### src/rtl/gfx_frame_regs.sv
// gfx_frame_regs
// Double-buffered register bank for the graphics ASIC. The CPU writes object
// state into shadow registers; once per VGA frame the whole shadow set is
// copied into the active set in a single clock edge, so renderers reading
// active_regs never observe a partially updated frame.
//
// Ports:
//   clk            system clock, rising edge
//   rst            asynchronous active-high reset
//   chipselect     bank select, this bank responds when chipselect[CS_ID]=1
//   bus_we         write strobe
//   databus        write data
//   data_address   register index for writes
//   rd_addr        register index for shadow readback
//   rd_data        registered shadow readback (0 for indices >= NUM_REGS)
//   VGA_ready      pixel-accept qualifier from the VGA side
//   pixel_address  current scan address
//   commit_hold    1 = drop frame commits while a multi-word update is open
//   active_regs    packed active registers, reg i at [i*DATA_W +: DATA_W]
//   commit_pulse   high for the single cycle after a commit
//   dirty          shadow written since the last commit
//   frame_count    number of commits, wraps
//
// Build option: define GFX_DEMO_SWEEP_EN to turn register 0 into a
// self-sweeping demo value (SWEEP_MIN..SWEEP_MAX+1) that the bus cannot write.
module gfx_frame_regs #(
    parameter int               NUM_REGS       = 16,
    parameter int               DATA_W         = 16,
    parameter int               ADDR_W         = 4,
    parameter int               CS_W           = 4,
    parameter int               CS_ID          = 0,
    parameter int               PIX_W          = 19,
    parameter logic [PIX_W-1:0] FRAME_END_ADDR = 19'h4AFFF,
    parameter int               SWEEP_MIN      = 100,
    parameter int               SWEEP_MAX      = 400
) (
    input  logic                       clk,
    input  logic                       rst,
    input  logic [CS_W-1:0]            chipselect,
    input  logic                       bus_we,
    input  logic [DATA_W-1:0]          databus,
    input  logic [ADDR_W-1:0]          data_address,
    input  logic [ADDR_W-1:0]          rd_addr,
    output logic [DATA_W-1:0]          rd_data,
    input  logic                       VGA_ready,
    input  logic [PIX_W-1:0]           pixel_address,
    input  logic                       commit_hold,
    output logic [NUM_REGS*DATA_W-1:0] active_regs,
    output logic                       commit_pulse,
    output logic                       dirty,
    output logic [15:0]                frame_count
);

    localparam logic [ADDR_W:0] NUM_REGS_L = (ADDR_W+1)'(NUM_REGS);

    logic [DATA_W-1:0] shadow [NUM_REGS];
    logic [DATA_W-1:0] active [NUM_REGS];
    logic [DATA_W-1:0] rd_mux;
    logic              addr_ok;
    logic              wr_en;
    logic              frame_end;
    logic              frame_end_q;
    logic              commit_req;
    logic              commit;

    assign addr_ok = ({1'b0, data_address} < NUM_REGS_L);

`ifdef GFX_DEMO_SWEEP_EN
    localparam logic [DATA_W-1:0] SWEEP_MIN_V = DATA_W'(SWEEP_MIN);
    localparam logic [DATA_W-1:0] SWEEP_MAX_V = DATA_W'(SWEEP_MAX);
    localparam logic [DATA_W-1:0] REG0_RST    = SWEEP_MIN_V;

    logic [DATA_W-1:0] sweep_next;
    logic              unused_cs;

    // Register 0 belongs to the sweep, so bus writes to it are filtered out
    // before they can touch the shadow or the dirty flag.
    assign wr_en      = chipselect[CS_ID] & bus_we & addr_ok & (data_address != '0);
    assign sweep_next = (active[0] <= SWEEP_MAX_V) ? active[0] + DATA_W'(1) : SWEEP_MIN_V;
    assign unused_cs  = ^chipselect;
`else
    localparam logic [DATA_W-1:0] REG0_RST = '0;

    logic unused_cfg;

    assign wr_en      = chipselect[CS_ID] & bus_we & addr_ok;
    assign unused_cfg = ^{chipselect, DATA_W'(SWEEP_MIN), DATA_W'(SWEEP_MAX)};
`endif

    // A commit request is the first cycle of the frame-end condition, so a
    // condition held for many cycles still yields one request per frame. A
    // held request is simply lost; the next frame end tries again.
    assign frame_end  = VGA_ready & (pixel_address == FRAME_END_ADDR);
    assign commit_req = frame_end & ~frame_end_q;
    assign commit     = commit_req & ~commit_hold;

    // Shadow registers take CPU writes. Under the demo sweep, register 0
    // advances in lockstep with its active copy at each commit.
    always_ff @(posedge clk or posedge rst) begin
        if (rst) begin
            for (int i = 0; i < NUM_REGS; i++) begin
                shadow[i] <= (i == 0) ? REG0_RST : '0;
            end
        end else begin
            for (int i = 0; i < NUM_REGS; i++) begin
                if (wr_en && (data_address == ADDR_W'(i))) begin
                    shadow[i] <= databus;
                end
            end
`ifdef GFX_DEMO_SWEEP_EN
            if (commit) begin
                shadow[0] <= sweep_next;
            end
`endif
        end
    end

    // Active registers load the whole shadow set on a commit. A write landing
    // in the commit cycle is forwarded so it is not left behind for a frame.
    always_ff @(posedge clk or posedge rst) begin
        if (rst) begin
            for (int i = 0; i < NUM_REGS; i++) begin
                active[i] <= (i == 0) ? REG0_RST : '0;
            end
        end else if (commit) begin
            for (int i = 0; i < NUM_REGS; i++) begin
                active[i] <= (wr_en && (data_address == ADDR_W'(i))) ? databus : shadow[i];
            end
`ifdef GFX_DEMO_SWEEP_EN
            active[0] <= sweep_next;
`endif
        end
    end

    // Frame bookkeeping: edge detector history, commit pulse, dirty flag and
    // frame counter. A commit always clears dirty, even with a write in the
    // same cycle, because that write went straight through to active.
    always_ff @(posedge clk or posedge rst) begin
        if (rst) begin
            frame_end_q  <= 1'b0;
            commit_pulse <= 1'b0;
            dirty        <= 1'b0;
            frame_count  <= '0;
        end else begin
            frame_end_q  <= frame_end;
            commit_pulse <= commit;
            if (commit) begin
                dirty       <= 1'b0;
                frame_count <= frame_count + 16'd1;
            end else if (wr_en) begin
                dirty <= 1'b1;
            end
        end
    end

    // Readback select; indices past the last register fall through to zero.
    always_comb begin
        rd_mux = '0;
        for (int i = 0; i < NUM_REGS; i++) begin
            if (rd_addr == ADDR_W'(i)) begin
                rd_mux = shadow[i];
            end
        end
    end

    // Registered readback port.
    always_ff @(posedge clk or posedge rst) begin
        if (rst) begin
            rd_data <= '0;
        end else begin
            rd_data <= rd_mux;
        end
    end

    // Flatten the active array onto the output bus.
    always_comb begin
        active_regs = '0;
        for (int i = 0; i < NUM_REGS; i++) begin
            active_regs[i*DATA_W +: DATA_W] = active[i];
        end
    end

endmodule

### config.mk
export PLATFORM = sky130hd
export DESIGN_NAME = gfx_frame_regs
export DESIGN_NICKNAME = d
export VERILOG_FILES = /design/src/rtl/gfx_frame_regs.sv
export SDC_FILE = /design/constraint.sdc
export NUM_CORES = 1
export LEC_CHECK = 0
export CORE_ASPECT_RATIO = 2
export CORE_MARGIN = 5
export CORE_UTILIZATION = 30
export DETAILED_ROUTE_END_ITERATION = 10
export PLACE_DENSITY_LB_ADDON = 0.1
export SLEW_MARGIN = 5
export SYNTH_ARGS = -nofsm -noshare
export SYNTH_HDL_FRONTEND = slang
export SYNTH_SLANG_ARGS = --single-unit
### constraint.sdc
create_clock -name clk -period 19.85 [get_ports clk]
set_input_delay 2.9775 -clock clk [delete_from_list [all_inputs] [get_ports clk]]
set_output_delay 2.9775 -clock clk [all_outputs]
set_load 0.02 [all_outputs]
# Word level (Yosys, flattened, before mapping)

Index checks and enable logic that the tools add are counted.

$add $sub $neg: 1
Eq/ne operators: 31
Muxes and demuxes: 34
Bitwise logic cells: 6
Reduce and logical (&&, ||, !) cells: 19

Operators with widths:

| cell                  | count |
|---|---|
| $mux 16               | 32 |
| $eq 4x4->1 const B    | 16 |
| $eq 4x3->1 const B    | 8 |
| $eq 19x19->1 const B  | 1 |
| $add 16x1->16 const B | 1 |
| $eq 4x2->1 const B    | 4 |
| $logic_and 1x1->1     | 16 |
| $eq 4x1->1 const B    | 2 |
| $logic_not 4->1       | 2 |
| $and 1x1->1           | 4 |
| $mux 1                | 2 |
| $not 1->1             | 2 |
| $reduce_bool 2->1     | 1 |

Register bits after elaboration: 547
Bits of input ports: 52
Output and inout port bits: 290
Word-level logic and storage cells: 128

# Depth between registers and ports, before layout

Depth after elaboration: 17
Gate-level depth with buffers: 8
Mapped depth without buffers: 5

# Worst setup path after synthesis

No wires, ideal clock.

Path kind: input -> register
From: in pixel_address[14]
To: reg active (netlist bit active_regs[0])
Library setup time: 0.125 ns
Data arrival time: 4.539 ns
Data required time: 19.725 ns
Path slack: 15.186 ns
Cell stages on the path: 6
Path buffers: 2
Path through: nand4bb_1 or3_1 nor4_2 buf_2 buf_4 mux2_2

Cells in the longest elaborated chain, start to end: 4

RTL lines:

| what                          | RTL line | RTL |
|---|---|---|
| start, declared               | 46       | `input logic [PIX_W-1:0] pixel_address,` |
| $eq 19x19->1                  | 93       | `assign frame_end = VGA_ready & (pixel_address == FRAME_END_ADDR);` |
| $and 1x1->1                   | 93       |  |
| $and 1x1->1                   | 94       | `assign commit_req = frame_end & ~frame_end_q;` |
| $and 1x1->1                   | 95       | `assign commit = commit_req & ~commit_hold;` |
| end signal, assigned by index | 123      | `active[i] <= (i == 0) ? REG0_RST : '0;` |
| end signal, assigned by index | 127      | `active[i] <= (wr_en && (data_address == ADDR_W'(i))) ? databus : shadow[i];` |
| end, declared                 | 57       | `logic [DATA_W-1:0] active [NUM_REGS];` |

No other way between the ends.
A chain may end at the register's enable or synchronous reset.

==> out/metrics.yaml <==
logic_synthesis:
  yosysWarnings: 0
  async_flop_share: 1.00
  synth_area_sq_um: 22800
  syn-num-nets: 1596
  ys_ff_latch: 547
  synth_seq_area_share: 0.599
  synth.avg_cell_area_sq_um: 14.8
  ys.flop_type: "dfrtp_1"
  synth_edf_count: 0
  synth_cell_types: 57
  synth_cells: 1543
placed_design:
  gp_congestion: 0.766
  io_buffers: 338
  dp.final_hpwl_microns: 49700
sta:
  maxSlewHeadroom: 0.290
  clock.fmax_ghz: 0.165
  tns_ns: 0
  drv_slew: 0
  fin_crit_sh: 0.306
  setup_viol: 0
  period_needed_ns: 6.07
  fin_skew_ns: 0.0161
  final_hold_viol_count: 0
  grt_setup_unrepaired: "no"
  tightest_slew_ns: 1.06
setup_path:
  r2r_start: "frame_end_q"
  critical_path_class: "in2async"
  critPathCaptureType: "asynchronous set/reset pin"
  cp_max_fo: 139
  cp.arrival_ns: 6.68
  startpoint: "rst"
  start_kind: "primary input"
  required_ns: 20.46
hold_path:
  hp-class: "reg2reg"
  hold_path_startpoint: "frame_count[15]"
clock_network:
  holdBufCountCts: 0
  postCtsSetupRepairBufs: 0
  cts_sinks: 547
  clk_pin_slew_ns: 0.07
  cts_tree: "built"
  cts_resized: 0
  cts-root-buf: "clkbuf_16"
  clockBufferDepth: 3
  htreeDepth: 2
  cts_buffers: 54
  insertion_delay_ns: 0.61
grt:
  antenna_found_initial: 2
  grt_pass1_vias: 15500
  grt_use_total: 0.177
  grt_first_pass_wirelength_microns: 109000
  overflow: 0
  grt_max_degree: 142
detailed_routing:
  drt_iter0_markers: 617
  finalWirelength_microns: 73200
  drc: 0
  routed_via_density: 4.85
  postRouteAntennaNets: 0
  drt-wirelength-per-cell_microns: 25.0
  vias: 14200
  firstDrtPassIters: 5
outcome:
  status: "finished clean"
pwr:
  ir_worst_vdd_mv: 0.0538
  powerDensity_nw_per_um2: 91.7
  cellLeakagePower_nw: 13.1
die:
  dieArea_sq_um: 82100
  die_y_microns: 400
  core_area_sq_um: 75900
  design.portCount: 342
  start_util: 0.301
  rows: 143
  chipWidth_microns: 205
cells_and_area:
  syn_to_final_growth_pct: 27.5
  num-nets-final: 1918
  most-common-layout-cells: "dfrtp_1 (547), mux2_2 (476), clkdlybuf4s50_1 (334)"
  regArea_sq_um: 13700
  final_common_cell: "dfrtp_1"
  layout-drive-gt1-share: 0.341
  multiInputGateArea_sq_um: 8630
  post-route-util: 0.384
  fillers: 7292
run:
  drv_cap: 0
worst max-delay path, stage by stage:
cell,delay (ns)
clkdlybuf4s50_1,0.49
inv_8,0.60
buf_12,0.55
buf_4,0.80
buf_4,0.86
logic make-up (layout without fill, tap and decap cells):
logic type / after synthesis / after routing / synth area share
mux: 558 / 558 / 0.285
flops: 547 / 547 / 0.599
compound gates: 161 / 161 / 0.0485
simple gates: 150 / 150 / 0.0360
buf+inv: 111 / 475 / 0.0254
xor+xnor: 15 / 15 / 0.00575
fa+ha+maj: 1 / 1 / 0.000548
other cells: 0 / 1 / 0
final timing paths:
kind                            slack [ns]  depth (start not counted)               end
worst max-delay path                 13.78                          5  active_regs[122]
max in group clk                     13.90                          9       rd_data[13]
min in group asynchronous             2.95                          2   active_regs[61]
worst max register to register       16.84                          4  active_regs[146]
worst min-delay path                  0.47                          1   frame_count[15]
worst min register to register        0.47                          1   frame_count[15]
routing by layer:
layer | GRT usage | part of all wire | vias up | wire (microns)
li1 | - | - | 6307 | -
met1 | 0.246 | 0.45 | 7419 | 33300
met2 | 0.287 | 0.48 | 367 | 35100
met3 | 0.0328 | 0.046 | 75 | 3380
met4 | 0.0407 | 0.019 | 2 | 1410
met5 | 0 | 0.00018 | - | 13
sequential cells by signal, summed over array words and instances (netlist names):
name	flops
commit_pulse	1
dirty	1
frame_count	16
frame_end_q	1
active_regs	256
shadow	256
rd_data	16
area by class of cell:
class                           count  area share
Timing Repair Buffer              370       0.125
Sequential cell                   547       0.470
Antenna cell                        1   0.0000859
Inverter                            7     0.00116
Tap cell                         1015      0.0436
Multi-Input combinational cell    885       0.296
Clock buffer                       73      0.0530
Clock inverter                     25      0.0112
report_power, final:
part           internal, mW  switching, mW
combinational         0.137          0.156
clock                 0.638          0.464
sequential             1.22         0.0556
total                  2.00          0.676
Yosys cell counts (9+ instances only):
master | number | area [sq um]
a21oi_1 | 26 | 130
a221oi_1 | 9 | 78.8
buf_2 | 28 | 140
buf_4 | 26 | 195
clkbuf_1 | 43 | 161
dfrtp_1 | 547 | 13700
mux2_1 | 30 | 338
mux2_2 | 476 | 5360
mux2_4 | 20 | 300
mux2i_1 | 17 | 170
mux4_2 | 15 | 338
nand2_1 | 23 | 86.3
nand3_1 | 17 | 85.1
nand4_1 | 14 | 87.6
nor2_1 | 28 | 105
nor2b_1 | 20 | 125
nor3_1 | 11 | 55.1
o21ai_0 | 25 | 125
o22ai_1 | 27 | 169
o32ai_1 | 14 | 123
xnor2_1 | 13 | 114
stage by stage:
stage          power [mW]  std cells  setup slack [ns]  cell area, sq um  hold WS (ns)
2_1_floorplan        1.48       1543              1.58             22800         0.469
4_1_cts              2.72       2922             13.62             29100         0.474
3_5_place_dp         1.59       2824             12.92             27300         0.466
5_1_grt              2.79       2923             13.16             29100         0.486
6_report             2.67       2923             13.78             29100         0.469
3_3_place_gp         1.59       2824             13.05             27300         0.461
No activity file was read; power rests on OpenSTA's default activity.
==> variant, RTL diff (config.mk and constraints unchanged) <==
Change the parameter `DATA_W` from 16 to 32.
--- a/src/rtl/gfx_frame_regs.sv
+++ b/src/rtl/gfx_frame_regs.sv
@@ -27,3 +27,3 @@
     parameter int               NUM_REGS       = 16,
-    parameter int               DATA_W         = 16,
+    parameter int               DATA_W         = 32,
     parameter int               ADDR_W         = 4,
Ports: changed (resized active_regs, databus and rd_data); port bits go from 342 to 630. No check against the original RTL was run, so the function may have changed too.
==> variant against the unedited design <==
Area after synthesis rose by 94%; critical path type is now input pin to register; setup slack worse by 0.65 ns; total power rose by 99%; design area rose by 93%; wire length grew 130%; highest routed layer unchanged; utilization shrank 0.13 points; sequential cell count is 528 higher; sequential share of layout area increased by 0.86 points.
==> variant: results <==
set metrics [dict create \
    ys_top_cells_by_count "nand2_1 (1209), dfrtp_1 (1075), mux2_2 (670)" \
    max_stage_delay_ns 0.84 \
    p_leak_nw 26.5 \
    cts_htree_levels 3 \
    status "complete, no violations" \
    powerSeq_mw 2.51 \
    dp_hpwl_um 112000 \
    cts.sinks 1075 \
    nets 4324 \
    ys_types 62 \
    cts_buffers 104 \
    inv_count 9 \
    insertion_delay_ns 0.70 \
    layoutNonFillerInstCount 6267 \
    grt_pass1_vias 32250 \
    yosysSeqAreaShare_pct 60.7 \
    clkCellAreaFrac_pct 6.65 \
    synthTopCellsByArea "dfrtp_1 (61%), mux2_2 (17%), nand2_1 (10%), mux4_2 (2.0%), clkbuf_1 (1.4%)" \
    routed_wl_um 168000 \
    synth-compound-area-share_pct 4.10 \
    buffer_area_share_pct 12.0 \
    clock_buffers 146 \
    synth_nets 3789 \
    synthXorXnorAreaFrac_pct 0.296 \
    post-place-ws_ns 12.36 \
    cp-startpoint "pixel_address[4]" \
    via_count 30238 \
]
## variant: cell types whose count changed in the layout (fill, tap and decap cells not counted), sizes merged, moves of 25 or more
| cell | unedited run | this run |
|---|---|---|
| mux4 | 15 | 40 |
| nand2 | 23 | 1209 |
| a21oi | 26 | 56 |
| dfrtp | 547 | 1075 |
| buf | 36 | 62 |
| clkbuf | 73 | 146 |
| clkdlybuf4s50 | 334 | 622 |
| o21ai | 25 | 54 |
| mux2 | 526 | 684 |
## variant: worst paths after layout
path / to / slack (ns) / cells after the start
max in group asynchronous: shadow[259] / 13.46 / 6
min in group asynchronous: shadow[89] / 2.78 / 2
min: active_regs[426] / 0.47 / 2
max reg2reg: active_regs[267] / 15.96 / 6
max: active_regs[267] / 13.13 / 9
min reg2reg: active_regs[426] / 0.47 / 2
## variant: routing by layer
layer	track usage, %	part of all wire (%)	routed length [um]
met5	0	0.023	39
met4	4.09	1.7	2780
met3	5.69	6.9	11600
met2	34.0	47	79000
met1	28.9	44	74800
